==> config.mk <==
export PLATFORM = sky130hd
export DESIGN_NAME = alu_bitcount_unit
export DESIGN_NICKNAME = d
export VERILOG_FILES = /design/src/rtl/alu_bitcount_unit.sv
export SDC_FILE = /design/constraint.sdc
export NUM_CORES = 1
export LEC_CHECK = 0
export BUFFER_PORTS_ARGS = -buffer_cell sky130_fd_sc_hd__buf_2
export CAP_MARGIN = 20
export CORE_MARGIN = 1.5
export CORE_UTILIZATION = 42
export DETAILED_ROUTE_END_ITERATION = 10
export PLACE_DENSITY = 0.68
export SKIP_LAST_GASP = 1
export SYNTH_ARGS = -nofsm -noshare
export SYNTH_HDL_FRONTEND = slang
export SYNTH_SLANG_ARGS = --single-unit
==> constraint.sdc <==
create_clock -name clk_i -period 14.5 [get_ports clk_i]
set_input_delay 0.725 -clock clk_i [delete_from_list [all_inputs] [get_ports clk_i]]
set_output_delay 0.725 -clock clk_i [all_outputs]
set_load 0.005 [all_outputs]
==> src/rtl/alu_bitcount_unit.sv <==
// ---------------------------------------------------------------------------
// alu_bitcount_unit
//
// Iterative execution unit for the bit-counting operators ff1, fl1, cnt and
// clb. It sits beside the single-cycle ALU in the execute stage. Each BUSY
// cycle it scans one CHUNK-bit slice of the operand, so a full result takes
// N = WIDTH/CHUNK BUSY cycles followed by a DONE state that holds the result
// until the consumer takes it.
//
// Ports:
//   clk_i           rising-edge clock
//   rst_ni          asynchronous active-low reset
//   flush_i         kills any in-flight or pending operation
//   valid_i         issue request
//   ready_o         unit is IDLE and can accept an operation
//   operator_i      operation code (alu_op)
//   operand_i       source operand rs1
//   result_valid_o  result available (DONE state)
//   result_ready_i  consumer takes the result
//   result_o        zero-extended count
//   illegal_o       operator was not ff1/fl1/cnt/clb, qualified by result_valid_o
// ---------------------------------------------------------------------------

package alu_bitcount_pkg;

   typedef enum logic [3:0] {
      ALU_ADD  = 4'd0,
      ALU_SUB  = 4'd1,
      ALU_XOR  = 4'd2,
      ALU_OR   = 4'd3,
      ALU_AND  = 4'd4,
      ALU_SLL  = 4'd5,
      ALU_SRL  = 4'd6,
      ALU_SRA  = 4'd7,
      ALU_SLT  = 4'd8,
      ALU_SLTU = 4'd9,
      ALU_FF1  = 4'd10,
      ALU_FL1  = 4'd11,
      ALU_CNT  = 4'd12,
      ALU_CLB  = 4'd13
   } alu_op;

endpackage

module alu_bitcount_unit
   import alu_bitcount_pkg::*;
#(
   parameter int unsigned WIDTH = 32,
   parameter int unsigned CHUNK = 8
) (
   input  logic             clk_i,
   input  logic             rst_ni,
   input  logic             flush_i,
   input  logic             valid_i,
   output logic             ready_o,
   input  alu_op            operator_i,
   input  logic [WIDTH-1:0] operand_i,
   output logic             result_valid_o,
   input  logic             result_ready_i,
   output logic [WIDTH-1:0] result_o,
   output logic             illegal_o
);

   localparam int unsigned N  = WIDTH / CHUNK;
   localparam int unsigned CW = $clog2(WIDTH) + 1;
   localparam int unsigned NW = (N > 1) ? $clog2(N) : 1;
   localparam logic [NW-1:0] LAST = NW'(N - 1);

   typedef enum logic [1:0] {
      IDLE = 2'd0,
      BUSY = 2'd1,
      DONE = 2'd2
   } state_e;

   state_e           state_q,    state_d;
   alu_op            operator_q, operator_d;
   logic [WIDTH-1:0] operand_q,  operand_d;
   logic [NW-1:0]    chunkCnt_q, chunkCnt_d;
   logic [CW-1:0]    acc_q,      acc_d;
   logic             found_q,    found_d;
   logic [WIDTH-1:0] result_q,   result_d;
   logic             illegal_q,  illegal_d;

   logic [NW-1:0]    sliceIdx;
   logic [CHUNK-1:0] chunk;
   logic [CW-1:0]    sliceBase;
   logic [CW-1:0]    popCnt;
   logic [CW-1:0]    lowIdx;
   logic [CW-1:0]    highIdx;
   logic [CW-1:0]    runLen;
   logic             anyOne;
   logic             runBroken;
   logic [CW-1:0]    finalVal;

   // Slice selection and per-slice analysis. ff1, fl1 and cnt walk the
   // operand from the LSB slice upwards; clb walks from the MSB slice
   // downwards because it measures a run that starts at the sign bit.
   // The slice is picked by comparing against every constant slice index,
   // which keeps all part-selects static.
   always_comb begin
      sliceIdx  = (operator_q == ALU_CLB) ? (LAST - chunkCnt_q) : chunkCnt_q;
      chunk     = '0;
      sliceBase = '0;
      for (int unsigned s = 0; s < N; s++) begin
         if (NW'(s) == sliceIdx) begin
            chunk     = operand_q[s*CHUNK +: CHUNK];
            sliceBase = CW'(s * CHUNK);
         end
      end

      popCnt = '0;
      for (int unsigned i = 0; i < CHUNK; i++) begin
         popCnt = popCnt + CW'(chunk[i]);
      end

      anyOne = |chunk;

      lowIdx = '0;
      for (int i = CHUNK - 1; i >= 0; i--) begin
         if (chunk[i]) lowIdx = CW'(i);
      end

      highIdx = '0;
      for (int i = 0; i < CHUNK; i++) begin
         if (chunk[i]) highIdx = CW'(i);
      end

      // Length of the run of sign-equal bits starting at the top of this
      // slice; runBroken marks that the run ended inside the slice.
      runLen    = '0;
      runBroken = 1'b0;
      for (int i = CHUNK - 1; i >= 0; i--) begin
         if (!runBroken) begin
            if (chunk[i] == operand_q[WIDTH-1]) begin
               runLen = runLen + CW'(1);
            end else begin
               runBroken = 1'b1;
            end
         end
      end
   end

   // Next-state logic. Flush beats both accept and the result handshake.
   // In BUSY the accumulator is updated per operator; found_q tracks whether
   // a set bit was seen (ff1/fl1) or the sign run has ended (clb). On the
   // last slice the final value is formed from the updated accumulator and
   // latched into the result register as the FSM enters DONE.
   always_comb begin
      state_d    = state_q;
      operator_d = operator_q;
      operand_d  = operand_q;
      chunkCnt_d = chunkCnt_q;
      acc_d      = acc_q;
      found_d    = found_q;
      result_d   = result_q;
      illegal_d  = illegal_q;
      finalVal   = '0;

      unique case (state_q)
         IDLE: begin
            if (valid_i && !flush_i) begin
               operator_d = operator_i;
               operand_d  = operand_i;
               chunkCnt_d = '0;
               acc_d      = '0;
               found_d    = 1'b0;
               state_d    = BUSY;
            end
         end

         BUSY: begin
            if (flush_i) begin
               state_d = IDLE;
            end else begin
               case (operator_q)
                  ALU_CNT: acc_d = acc_q + popCnt;
                  ALU_FF1: begin
                     if (!found_q && anyOne) begin
                        acc_d   = sliceBase + lowIdx;
                        found_d = 1'b1;
                     end
                  end
                  ALU_FL1: begin
                     if (anyOne) begin
                        acc_d   = sliceBase + highIdx;
                        found_d = 1'b1;
                     end
                  end
                  ALU_CLB: begin
                     if (!found_q) begin
                        acc_d   = acc_q + runLen;
                        found_d = runBroken;
                     end
                  end
                  default: ;
               endcase

               chunkCnt_d = chunkCnt_q + NW'(1);

               if (chunkCnt_q == LAST) begin
                  illegal_d = 1'b0;
                  case (operator_q)
                     ALU_CNT: finalVal = acc_d;
                     ALU_FF1,
                     ALU_FL1: finalVal = found_d ? acc_d : CW'(WIDTH);
                     ALU_CLB: finalVal = (operand_q == '0) ? '0 : (acc_d - CW'(1));
                     default: begin
                        finalVal  = '0;
                        illegal_d = 1'b1;
                     end
                  endcase
                  result_d = {{(WIDTH-CW){1'b0}}, finalVal};
                  state_d  = DONE;
               end
            end
         end

         DONE: begin
            if (flush_i || result_ready_i) begin
               state_d = IDLE;
            end
         end

         default: state_d = IDLE;
      endcase
   end

   // State and datapath registers with asynchronous active-low reset.
   always_ff @(posedge clk_i or negedge rst_ni) begin
      if (!rst_ni) begin
         state_q    <= IDLE;
         operator_q <= ALU_ADD;
         operand_q  <= '0;
         chunkCnt_q <= '0;
         acc_q      <= '0;
         found_q    <= 1'b0;
         result_q   <= '0;
         illegal_q  <= 1'b0;
      end else begin
         state_q    <= state_d;
         operator_q <= operator_d;
         operand_q  <= operand_d;
         chunkCnt_q <= chunkCnt_d;
         acc_q      <= acc_d;
         found_q    <= found_d;
         result_q   <= result_d;
         illegal_q  <= illegal_d;
      end
   end

   // Handshake outputs follow the state directly; result and illegal flag
   // come straight from their registers so they hold outside DONE.
   always_comb begin
      ready_o        = (state_q == IDLE);
      result_valid_o = (state_q == DONE);
      result_o       = result_q;
      illegal_o      = illegal_q;
   end

endmodule
==> results.ini <==
[worst_hold_path]
min_from=result_o[1]
hold_path.class=register to register
hold_depth=2
hold_end=result_o[1]

[cells_and_area]
num-nets-final=594
insertedDiodeCount=0
multiInputGateArea_mm2=0.00309
area_growth_pct=7.21
seqCellArea_mm2=0.00135
fillers=1031
drive_above_1_share=0.244

[sta]
relSlewSlack=0.323
final_max_slew_viol_count=0
min_period_ps=8060
setup_viol=0
hold_viol=0
worstMarginPinSlew_ps=1020
post-route-period-util=0.556
grt_setup_unrepaired=false
finalClockSkew_ps=4.06
setup_tns_ps=0
clock.fmax_ghz=0.124

[cts]
cts_tree=done
clock_path_buffers=2
clkTransAtPathRegs_ps=70
cts_buffers=5
cts_resized=0
root_buffer=clkbuf_16
clk_latency_ps=290
holdBufCountCts=0
post_cts_buffers=0
htree_levels=2
clock-sinks=54

[worst_setup_path]
rr_startpoint=chunkCnt_q[0]
cp.arrival_ps=8230
reg2reg_to=result_o[5]
critPathRequiredTime_ps=14670
slowest_delay_ps=1020
cp_max_fo=27
rrSetupSlack_ps=6440
crit_type=register to register
r2r_cells=34
path_common_cell=ha_1
cp-end-kind=register
cp-start-kind=register
crit_path_top_delay_cell=dfrtp_1

[power_and_ir_drop]
total_power_mw=0.996
p_leak_nw=2.25
ir_drop_v=0.000108
power_density_mw_per_mm2=195

[placement]
place_congestion=0.902
port_buffers=49
dp_hpwl_um=8780

[drt]
avgRoutedWirePerCell_um=17.2
drt_iter0_markers=353
ant_nets=0
vias=3989
drc=0
routed_wl_um=11500
via_per_inst=5.96
dr.pass1.iters=5

[synthesis]
seq_area_frac_synth=0.283
synth.area.top_cells=dfrtp_1, mux2_2, ha_1
synth-async-reset-ratio=1.00
synthFlopType=dfrtp_1
synth_cells=497
synthTopCellsByCount=dfrtp_1, mux2_2, nand2_1, nor2_1
synth_top_area_share=0.283
synth.most_common_cell=dfrtp_1
synth_edf_count=0
synth_area_mm2=0.00477
synth_warnings=0
ys_seq_elements=54
syn_avg_cell_area_um2=9.60
netlist-cell-type-count=82
synth_top_area_cell=dfrtp_1

[die]
core_mm2=0.0109
fp.dieW_um=110
num_rows=38
dieHeight_um=110
dieArea_mm2=0.0120
start_util=0.436
pin_count=76

[global_routing]
grt_max_degree=55
grt_first_pass_wirelength_um=19200
antenna_found_initial=0
grt_overflow_total=0
grt_usage=0.205
grt_pass1_vias=3991

[run_status]
status=completed

[flow_run]
maxCapViolCount=0

[cells by family (layout without fill, tap and decap cells)]
kind of cell / Yosys count / after routing / synth area share
compound gates: 111 / 111 / 0.161
xor+xnor: 17 / 17 / 0.0312
fa+ha+maj: 24 / 24 / 0.0724
buf+inv: 77 / 84 / 0.0905
flops: 54 / 54 / 0.283
mux: 67 / 67 / 0.199
other cells: 1 / 26 / 0.000786
simple gates: 146 / 146 / 0.162
[routing by layer]
| metal | GRT usage | up-vias | part of all wire |
|---|---|---|---|
| met5 | 0 | - | 0 |
| met4 | 0.0724 | 0 | 0.021 |
| met3 | 0.0267 | 18 | 0.050 |
| met2 | 0.358 | 132 | 0.49 |
| met1 | 0.260 | 1987 | 0.44 |
| li1 | - | 1852 | - |
[layout by cell type, fill, tap and decap left out, drive strengths merged, types with 4 or more instances in the layout]
cell type  instances
or3                4
buf               51
xnor2             10
a21oi             18
o211ai             8
a21o               6
nand4              6
nor3              10
nor4              12
and3               4
clkbuf             5
nand2             35
nand2b             4
a21boi             4
a31oi              6
nand3              7
conb              26
fa                 6
mux2i             11
and2               7
inv               25
o21ai             30
ha                18
nor2b              7
mux2              42
nor2              34
o31ai              4
xor2               7
dfrtp             54
mux4              14
[power breakdown]
| group | internal [mW] | switching [mW] |
|---|---|---|
| Clock | 0.0630 | 0.0522 |
| Sequential | 0.185 | 0.0661 |
| Combinational | 0.282 | 0.347 |
| Total | 0.530 | 0.466 |
[worst max-delay path by stage]
stage                  startpoint          end  cells past startpoint
floorplan           operator_q[1]  result_o[5]                     34
global route        chunkCnt_q[0]  result_o[5]                     34
CTS                 chunkCnt_q[0]  result_o[5]                     34
detailed placement  chunkCnt_q[0]  result_o[5]                     34
finish              chunkCnt_q[0]  result_o[5]                     34
global placement    chunkCnt_q[1]  result_o[4]                     33
[area by class of cell]
class                      count  area share
multi-input combinational    391       0.604
timing repair buffer          51      0.0509
tap                          140      0.0343
clock buffer                   5      0.0245
clock inverter                 2     0.00294
inverter                      26      0.0196
sequential                    54       0.264
[stage by stage]
step / instances / utilization / worst slack, ps / hold WS [ps] / cell area, um2
2_1_floorplan: 522 / - / 7840 / 429 / 4860
3_3_place_gp: 662 / 0.455 / 6910 / 469 / 4970
3_5_place_dp: 662 / 0.455 / 6580 / 484 / 4970
4_1_cts: 669 / 0.468 / 6550 / 501 / 5110
5_1_grt: 669 / 0.468 / 5920 / 514 / 5110
6_report: 669 / 0.468 / 6440 / 496 / 5110
[worst max-delay path: cells and delay by family (launching register included)]
| kind | cells | cell delay, ps |
|---|---|---|
| adders and majority gates | 6 | 1650 |
| xor gates and xnor gates | 2 | 320 |
| muxes | 5 | 1020 |
| DFF | 1 | 1020 |
| and+or+nand+nor | 3 | 740 |
| AOI/OAI and AO/OA | 14 | 2940 |
| buffers and inverters | 4 | 260 |
[sequential cells by signal (all words and copies together), names as in the netlist]
signal      cells
operand_q      32
state_q         2
acc_q           6
found_q         1
operator_q      4
chunkCnt_q      2
illegal_o       1
result_o        6
Power figures use the tool's default switching activity.
